File: src/rtl/flexbex_ibex_pkg.sv
// Shared definitions for the flexbex ibex front end: realigner state encoding
// and the opcode LSB pattern that marks a full-width (non-compressed) instruction.
package flexbex_ibex_pkg;

  typedef enum logic [1:0] {
    ALIGNED = 2'd0,
    HOLD    = 2'd1,
    SKIP    = 2'd2
  } realign_state_e;

  localparam logic [1:0] OPCODE_32B_LSBS = 2'b11;

endpackage

File: src/rtl/flexbex_ibex_instr_realigner.sv
// Turns the word-aligned prefetch stream into one instruction per handshake,
// handling RVC halves, word-straddling 32-bit instructions and halfword branch targets.
module flexbex_ibex_instr_realigner
  import flexbex_ibex_pkg::*;
#(
  parameter int ADDR_WIDTH = 32
) (
  input  logic                  clk,
  input  logic                  rst_n,
  input  logic                  branch_i,
  input  logic [ADDR_WIDTH-1:0] branch_addr_i,
  input  logic                  fetch_valid_i,
  input  logic [31:0]           fetch_rdata_i,
  input  logic [ADDR_WIDTH-1:0] fetch_addr_i,
  output logic                  fetch_ready_o,
  output logic                  instr_valid_o,
  input  logic                  instr_ready_i,
  output logic [31:0]           instr_rdata_o,
  output logic [ADDR_WIDTH-1:0] instr_addr_o,
  output logic                  instr_is_compressed_o
);

  realign_state_e        state_q, state_d;
  logic [15:0]           hold_q, hold_d;
  logic [ADDR_WIDTH-1:0] hold_addr_q, hold_addr_d;
  logic [ADDR_WIDTH-1:0] word_base;
  logic [ADDR_WIDTH-1:0] upper_addr;
  logic                  accept;
  logic                  unused_bits;

  function automatic logic is_compressed(input logic [15:0] h);
    return h[1:0] != OPCODE_32B_LSBS;
  endfunction

  assign word_base  = {fetch_addr_i[ADDR_WIDTH-1:2], 2'b00};
  assign upper_addr = word_base + ADDR_WIDTH'(2);
  assign accept     = instr_valid_o & instr_ready_i;

  // Only bit 1 of the branch target and the word base of the fetch address matter.
  assign unused_bits = ^{fetch_addr_i[1:0], branch_addr_i[ADDR_WIDTH-1:2], branch_addr_i[0]};

  always_comb begin
    state_d               = state_q;
    hold_d                = hold_q;
    hold_addr_d           = hold_addr_q;
    fetch_ready_o         = 1'b0;
    instr_valid_o         = 1'b0;
    instr_rdata_o         = 32'h0;
    instr_addr_o          = '0;
    instr_is_compressed_o = 1'b0;

    if (!rst_n) begin
      state_d = ALIGNED;
    end else if (branch_i) begin
      state_d = branch_addr_i[1] ? SKIP : ALIGNED;
    end else begin
      unique case (state_q)
        ALIGNED: begin
          instr_valid_o = fetch_valid_i;
          instr_addr_o  = word_base;
          if (is_compressed(fetch_rdata_i[15:0])) begin
            instr_rdata_o         = {16'h0, fetch_rdata_i[15:0]};
            instr_is_compressed_o = 1'b1;
            if (accept) begin
              fetch_ready_o = 1'b1;
              hold_d        = fetch_rdata_i[31:16];
              hold_addr_d   = upper_addr;
              state_d       = HOLD;
            end
          end else begin
            instr_rdata_o = fetch_rdata_i;
            fetch_ready_o = instr_ready_i;
          end
        end

        HOLD: begin
          instr_addr_o = hold_addr_q;
          if (is_compressed(hold_q)) begin
            instr_valid_o         = 1'b1;
            instr_rdata_o         = {16'h0, hold_q};
            instr_is_compressed_o = 1'b1;
            if (accept) begin
              state_d = ALIGNED;
            end
          end else begin
            // Lower half of the new word completes the stored upper half.
            instr_valid_o = fetch_valid_i;
            instr_rdata_o = {fetch_rdata_i[15:0], hold_q};
            if (accept) begin
              fetch_ready_o = 1'b1;
              hold_d        = fetch_rdata_i[31:16];
              hold_addr_d   = upper_addr;
            end
          end
        end

        SKIP: begin
          fetch_ready_o = fetch_valid_i;
          if (fetch_valid_i) begin
            hold_d      = fetch_rdata_i[31:16];
            hold_addr_d = upper_addr;
            state_d     = HOLD;
          end
        end

        default: begin
          state_d = ALIGNED;
        end
      endcase
    end
  end

  always_ff @(posedge clk) begin
    if (!rst_n) begin
      state_q     <= ALIGNED;
      hold_q      <= 16'h0;
      hold_addr_q <= '0;
    end else begin
      state_q     <= state_d;
      hold_q      <= hold_d;
      hold_addr_q <= hold_addr_d;
    end
  end

endmodule

File: config.mk
export PLATFORM = sky130hd
export DESIGN_NAME = flexbex_ibex_instr_realigner
export DESIGN_NICKNAME = d
export VERILOG_FILES = /design/src/rtl/flexbex_ibex_pkg.sv /design/src/rtl/flexbex_ibex_instr_realigner.sv
export SDC_FILE = /design/constraint.sdc
export NUM_CORES = 1
export LEC_CHECK = 0
export BUFFER_PORTS_ARGS = -buffer_cell sky130_fd_sc_hd__buf_4
export CORE_MARGIN = 4
export CORE_UTILIZATION = 45
export DETAILED_ROUTE_END_ITERATION = 6
export GPL_TIMING_DRIVEN = 1
export PLACE_DENSITY_LB_ADDON = 0.2
export SLEW_MARGIN = 40
export SYNTH_ARGS = -nofsm -noshare
export SYNTH_HDL_FRONTEND = slang
export SYNTH_SLANG_ARGS = --single-unit
File: constraint.sdc
create_clock -name clk -period 1.8 [get_ports clk]
set_input_delay 0.27 -clock clk [delete_from_list [all_inputs] [get_ports clk]]
set_output_delay 0.27 -clock clk [all_outputs]
set_load 0.02 [all_outputs]
---- After elaboration in Yosys (flattened, before gate mapping) ----
Index checks and enable logic that the tools add are counted.
operators by class
  add/subtract/negate cells ............... 1
  eq/ne operators ......................... 12
  mux-type cells .......................... 41
  bitwise operators ....................... 2
  reduce and logical (&&, ||, !) cells .... 4
operators with widths
  operator                                              count
  2-to-1 mux 32 bit                                     10
  one-hot mux 32 bit (2 select lines)                   2
  one-hot mux 32 bit (3 select lines)                   1
  2-to-1 mux 16 bit                                     4
  one-hot mux 16 bit (3 select lines)                   1
  adder 32 x 2 -> 32 bit (second input constant)        1
  inequality test 3 bit (second input constant)         5
  2-to-1 mux 2 bit                                      7
  2-to-1 mux 1 bit                                      12
  inequality test 2 bit (second input constant)         5
  AND reduction 5 bit                                   2
  one-hot mux 2 bit (3 select lines)                    1
  one-hot mux 1 bit (2 select lines)                    2
  one-hot mux 1 bit (3 select lines)                    1
  nonzero test 3 bit                                    1
  equality test 2 x 1 -> 1 bit (second input constant)  1
  equality test 2 bit (second input constant)           1
  zero test 2 bit                                       1
  AND 1 bit                                             1
  NOT 1 bit                                             1
word-level totals
  flip-flop bits (word level) ............. 50
  input bits .............................. 101
  output and inout bits ................... 67
  word-level logic and storage cells ...... 63

---- Depth between registers and ports, before layout ----
  depth after elaboration ................. 11
  depth in mapped cells ................... 6
  mapped depth without buffers ............ 3

---- Least setup slack after synthesis ----
Ideal clock, no wire load.
  path kind ............................... register to output
  start ................................... register state_q[1]
  end ..................................... output fetch_ready_o
  arrival time ............................ 1.988 ns
  data required time ...................... 1.530 ns
  path slack .............................. -0.458 ns
  cell stages (with the launch flop) ...... 5
  buffers on the path ..................... 1
  cell sequence ........................... dfxtp_1 -> buf_6 -> nor3b_1 -> a32oi_1 -> a2111oi_0
on the way
  cells in the longest elaborated chain, start to end .. 10
  elaborated cells on any way between the ends .. 13
  those cells by class .................... 2 x eq/ne; 9 x mux; 1 x bitwise; 1 x reduce/logical
RTL lines
  element                                                          RTL line                                                                text
  start, declared                                                  flexbex_ibex_instr_realigner.sv:23                                      realign_state_e state_q, state_d;
  start signal, assigned                                           flexbex_ibex_instr_realigner.sv:119                                     state_q <= state_d;
  equality test 2 x 1 -> 1 bit or zero test 2 bit (tied branches)  flexbex_ibex_instr_realigner.sv:57                                      unique case (state_q)
  one-hot mux 1 bit (2 select lines)                               flexbex_ibex_instr_realigner.sv:57
  2-to-1 mux 1 bit                                                 flexbex_ibex_instr_realigner.sv:54                                      end else if (branch_i) begin
  2-to-1 mux 1 bit                                                 flexbex_ibex_instr_realigner.sv:52                                      if (!rst_n) begin
  AND 1 bit                                                        flexbex_ibex_instr_realigner.sv:37                                      assign accept = instr_valid_o & instr_ready_i;
  2-to-1 mux 1 bit                                                 flexbex_ibex_instr_realigner.sv:64, flexbex_ibex_instr_realigner.sv:89
  2-to-1 mux 1 bit, on equally long branches                       flexbex_ibex_instr_realigner.sv:78, flexbex_ibex_instr_realigner.sv:61
  one-hot mux 1 bit (3 select lines) *                             flexbex_ibex_instr_realigner.sv:57
  2-to-1 mux 1 bit *                                               flexbex_ibex_instr_realigner.sv:54
  2-to-1 mux 1 bit *                                               flexbex_ibex_instr_realigner.sv:52
  end, declared                                                    flexbex_ibex_instr_realigner.sv:15                                      output logic fetch_ready_o,
Every way passes the cells marked *; elsewhere a longest branch is shown, timed or not.

---- Worst setup path in the final report ----
Same ends and word-level chain as after synthesis.

==> parameters.txt <==
Parameter                              Value

STA
  Max-slew violation count    0
  Final hold violations    0
  Final worst setup slack    -130 ps
  Peak clock frequency supported by timing    518 MHz
  Minimum period implied by the final worst setup slack    1930 ps
  Worst Max-Slew Pin Slew    817 ps
  Worst-case hold slack    224 ps
  Number of setup violations in the final report    26
  RSZ-0062 raised after global routing    yes
  Max_slew headroom    45.5%
  Sum Neg Setup Slack    -373 ps
  Worst clock skew on the final layout    3.14 ps
  Ratio of final minimum period to clock period    107%

Job
  Max Cap Viol    0

Floorplanning
  Area of the core    6490 um2
  Number of top-level pins    168
  Count of standard-cell rows    29
  Overall die area    8200 um2
  DIE WIDTH    90.6 um
  Die height    90.6 um
  Initial Utilization    47.2%

Finish
  Layout cells sized above 1    35.5%
  Final cell count without fillers    590
  Combined area of the multi-input logic cells    1930 um2
  Synthesis-to-layout area growth    43.5%
  Final net count    613
  FILL cells    551
  Diode insertion count for antenna repair    0
  Share of the core filled with cells in the final layout    67.8%
  Register area    991 um2

Clock tree
  Clock-pin transition on the worst setup and hold timing paths    90 ps
  TritonCTS clock tree    done
  Maximum buffer depth of the clock tree    2
  Number of H-tree branching levels    2
  Cts bufs inserted    5
  Clock tree root driver cell    clkbuf_8
  Hold-fix buffers at CTS    0
  Clock sink count    49
  Clock insertion delay at the later pin of the skew report    300 ps

Drt
  Vias per cell    5.15
  Final routed DRC violation total    0
  Pre-Repair DR Iteration Count    4
  Total length of routed wires    8.60 mm
  Number of vias in the routed layout    3,036
  Routed wirelength normalized by instance count    14.6 um
  Antenna-violating nets left    0
  Violation count after the first detailed-routing iteration    125

Logic synthesis
  Count of unique library cells instantiated by Yosys    35
  Cell types with the highest counts after synthesis    98 x nand2_1, 92 x mux2i_1, 62 x nor2_1
  Syn nets    484
  Area of the mapped netlist    3070 um2
  Post-synthesis cell count    383
  Biggest area consumer among synthesized cells    dfxtp_1
  Number of warnings issued by yosys    0
  Most frequently used cell type in the post-synthesis netlist    nand2_1
  Sequential area share after synthesis    32.0%
  Total of flip-flops plus latches after synthesis    49
  Top FF cell, synth    dfxtp_1
  Number of flops mapped to enable cells by yosys    0
  Proportion of netlist area held by the largest area contributor    32.0%
  Mapped Avg Cell Area    8.01 um2
  Cell types occupying the most area after synthesis    dfxtp_1 32%, mux2i_1 30%, nand2_1 12%
  Proportion of synthesized flip-flops having asynchronous set or reset    0%

GRT
  Pin count of the biggest net entering global routing    87
  Final global-route overflow total    0
  Antenna violations before repair    0
  Vias in the first global route    2,833
  Global-route wire length before repair    13.5 mm
  Total global-route track usage    19.5%

Hold path
  Start point of the worst min-delay path    fetch_addr_i[17]
  End point of the most critical hold path    hold_addr_q[17]$_SDFFE_PN0P_
  Worst Hold Depth    3
  Hold crit path type    input port to flip-flop

Outcome
  Run status    finished with violations
  Violated checks    negative setup slack

Setup path
  Setup slack, reg-to-reg    60 ps
  Worst flop-to-flop path startpoint    state_q[0]$_SDFFE_PN0P_
  Worst flop-to-flop path endpoint    hold_addr_q[31]$_SDFFE_PN0P_
  Worst Reg-to-Reg Cells    6
  Critical Setup Path Class    flip-flop to output pin
  Worst EP required    1530 ps
  Data arrival, critical path    1660 ps
  Nature of the critical path startpoint    flip-flop
  Critical path peak fanout    7
  Crit. End Element    output pin

Placed design
  HPWL reported at the end of detailed placement    5.88 mm
  Number of placed instances with taps included    574
  Total of buffers placed on input and output ports    133
  Placement Setup Slack    -10.7 ps
  Gpl congestion    0.790

Power
  Total power density per cell area    543 nW/um2
  Max IR drop VDD    0.303 mV
  Pleak    1.83 nW
## kinds of logic after synthesis
group,Yosys count,synth area share [%]
simple gates,175,23.5
mux,92,30.0
buf+inv,37,6.61
flops,49,32.0
compound gates,29,7.75
other cells,1,0.122
## cells in the final DEF, fill, tap and decap left out, drive strengths merged, types with 3 or more instances in the layout
cell	count
mux2i	92
a22oi	15
nor2	62
buf	154
nor2b	3
nand2b	4
nand2	98
dfxtp	49
clkbuf	9
## per-layer routing
metal  GRT usage (%)  part of all wire (%)  routed length (um)
met5               0                     0                   0
met4            4.34                   1.1                  91
met1            25.1                    45                3840
met2            32.4                    47                4040
met3            5.50                   7.3                 625
## state kept, by name, indices dropped and copies added (netlist names)
name         cells
hold_addr_q     31
state_q          2
hold_q          16
## how the worst max path moves through the flow
stage,from,endpoint,cells after the start
floorplan,state_q[1]$_SDFFE_PN0P_,fetch_ready_o,4
global placement,state_q[0]$_SDFFE_PN0P_,instr_rdata_o[28],4
detailed placement,state_q[0]$_SDFFE_PN0P_,instr_rdata_o[28],4
CTS,state_q[1]$_SDFFE_PN0P_,fetch_ready_o,5
global route,state_q[1]$_SDFFE_PN0P_,fetch_ready_o,5
finish,state_q[1]$_SDFFE_PN0P_,fetch_ready_o,5
## critical path, stage by stage, from the launching register on
cell,delay [ps]
dfxtp_4,380
buf_6,130
nor2b_4,120
a32oi_2,140
a2111oi_2,390
buf_4,200
## final cells by class
| cell class | instances | area share [%] |
|---|---|---|
| multi-input combinational | 297 | 43.8 |
| timing repair buffer | 157 | 29.4 |
| sequential | 49 | 22.5 |
| tap | 77 | 2.19 |
| clock buffer | 6 | 1.65 |
| clock inverter | 2 | 0.227 |
| inverter | 2 | 0.171 |
## stage by stage
step	total power, mW	area [um2]
after floorplan	1.47	3070
after global placement	1.72	4120
after detailed placement	1.74	4120
after CTS	2.39	4290
after global routing	2.51	4400
final	2.39	4400
## where the power goes
| part | switching, mW | internal, mW | total, mW |
|---|---|---|---|
| Combinational | 0.314 | 0.305 | 0.619 |
| Sequential | 0.0181 | 1.11 | 1.13 |
| Clock | 0.370 | 0.270 | 0.640 |
| Total | 0.702 | 1.69 | 2.39 |
## repair_timing
action	CTS	global route
gates cloned	0	3
gates resized for setup	19	15
pin swaps	3	3
endpoints found under the setup margin	64	93
buffers inserted	3	4
Note: power is estimated with default switching activity, not from simulation.
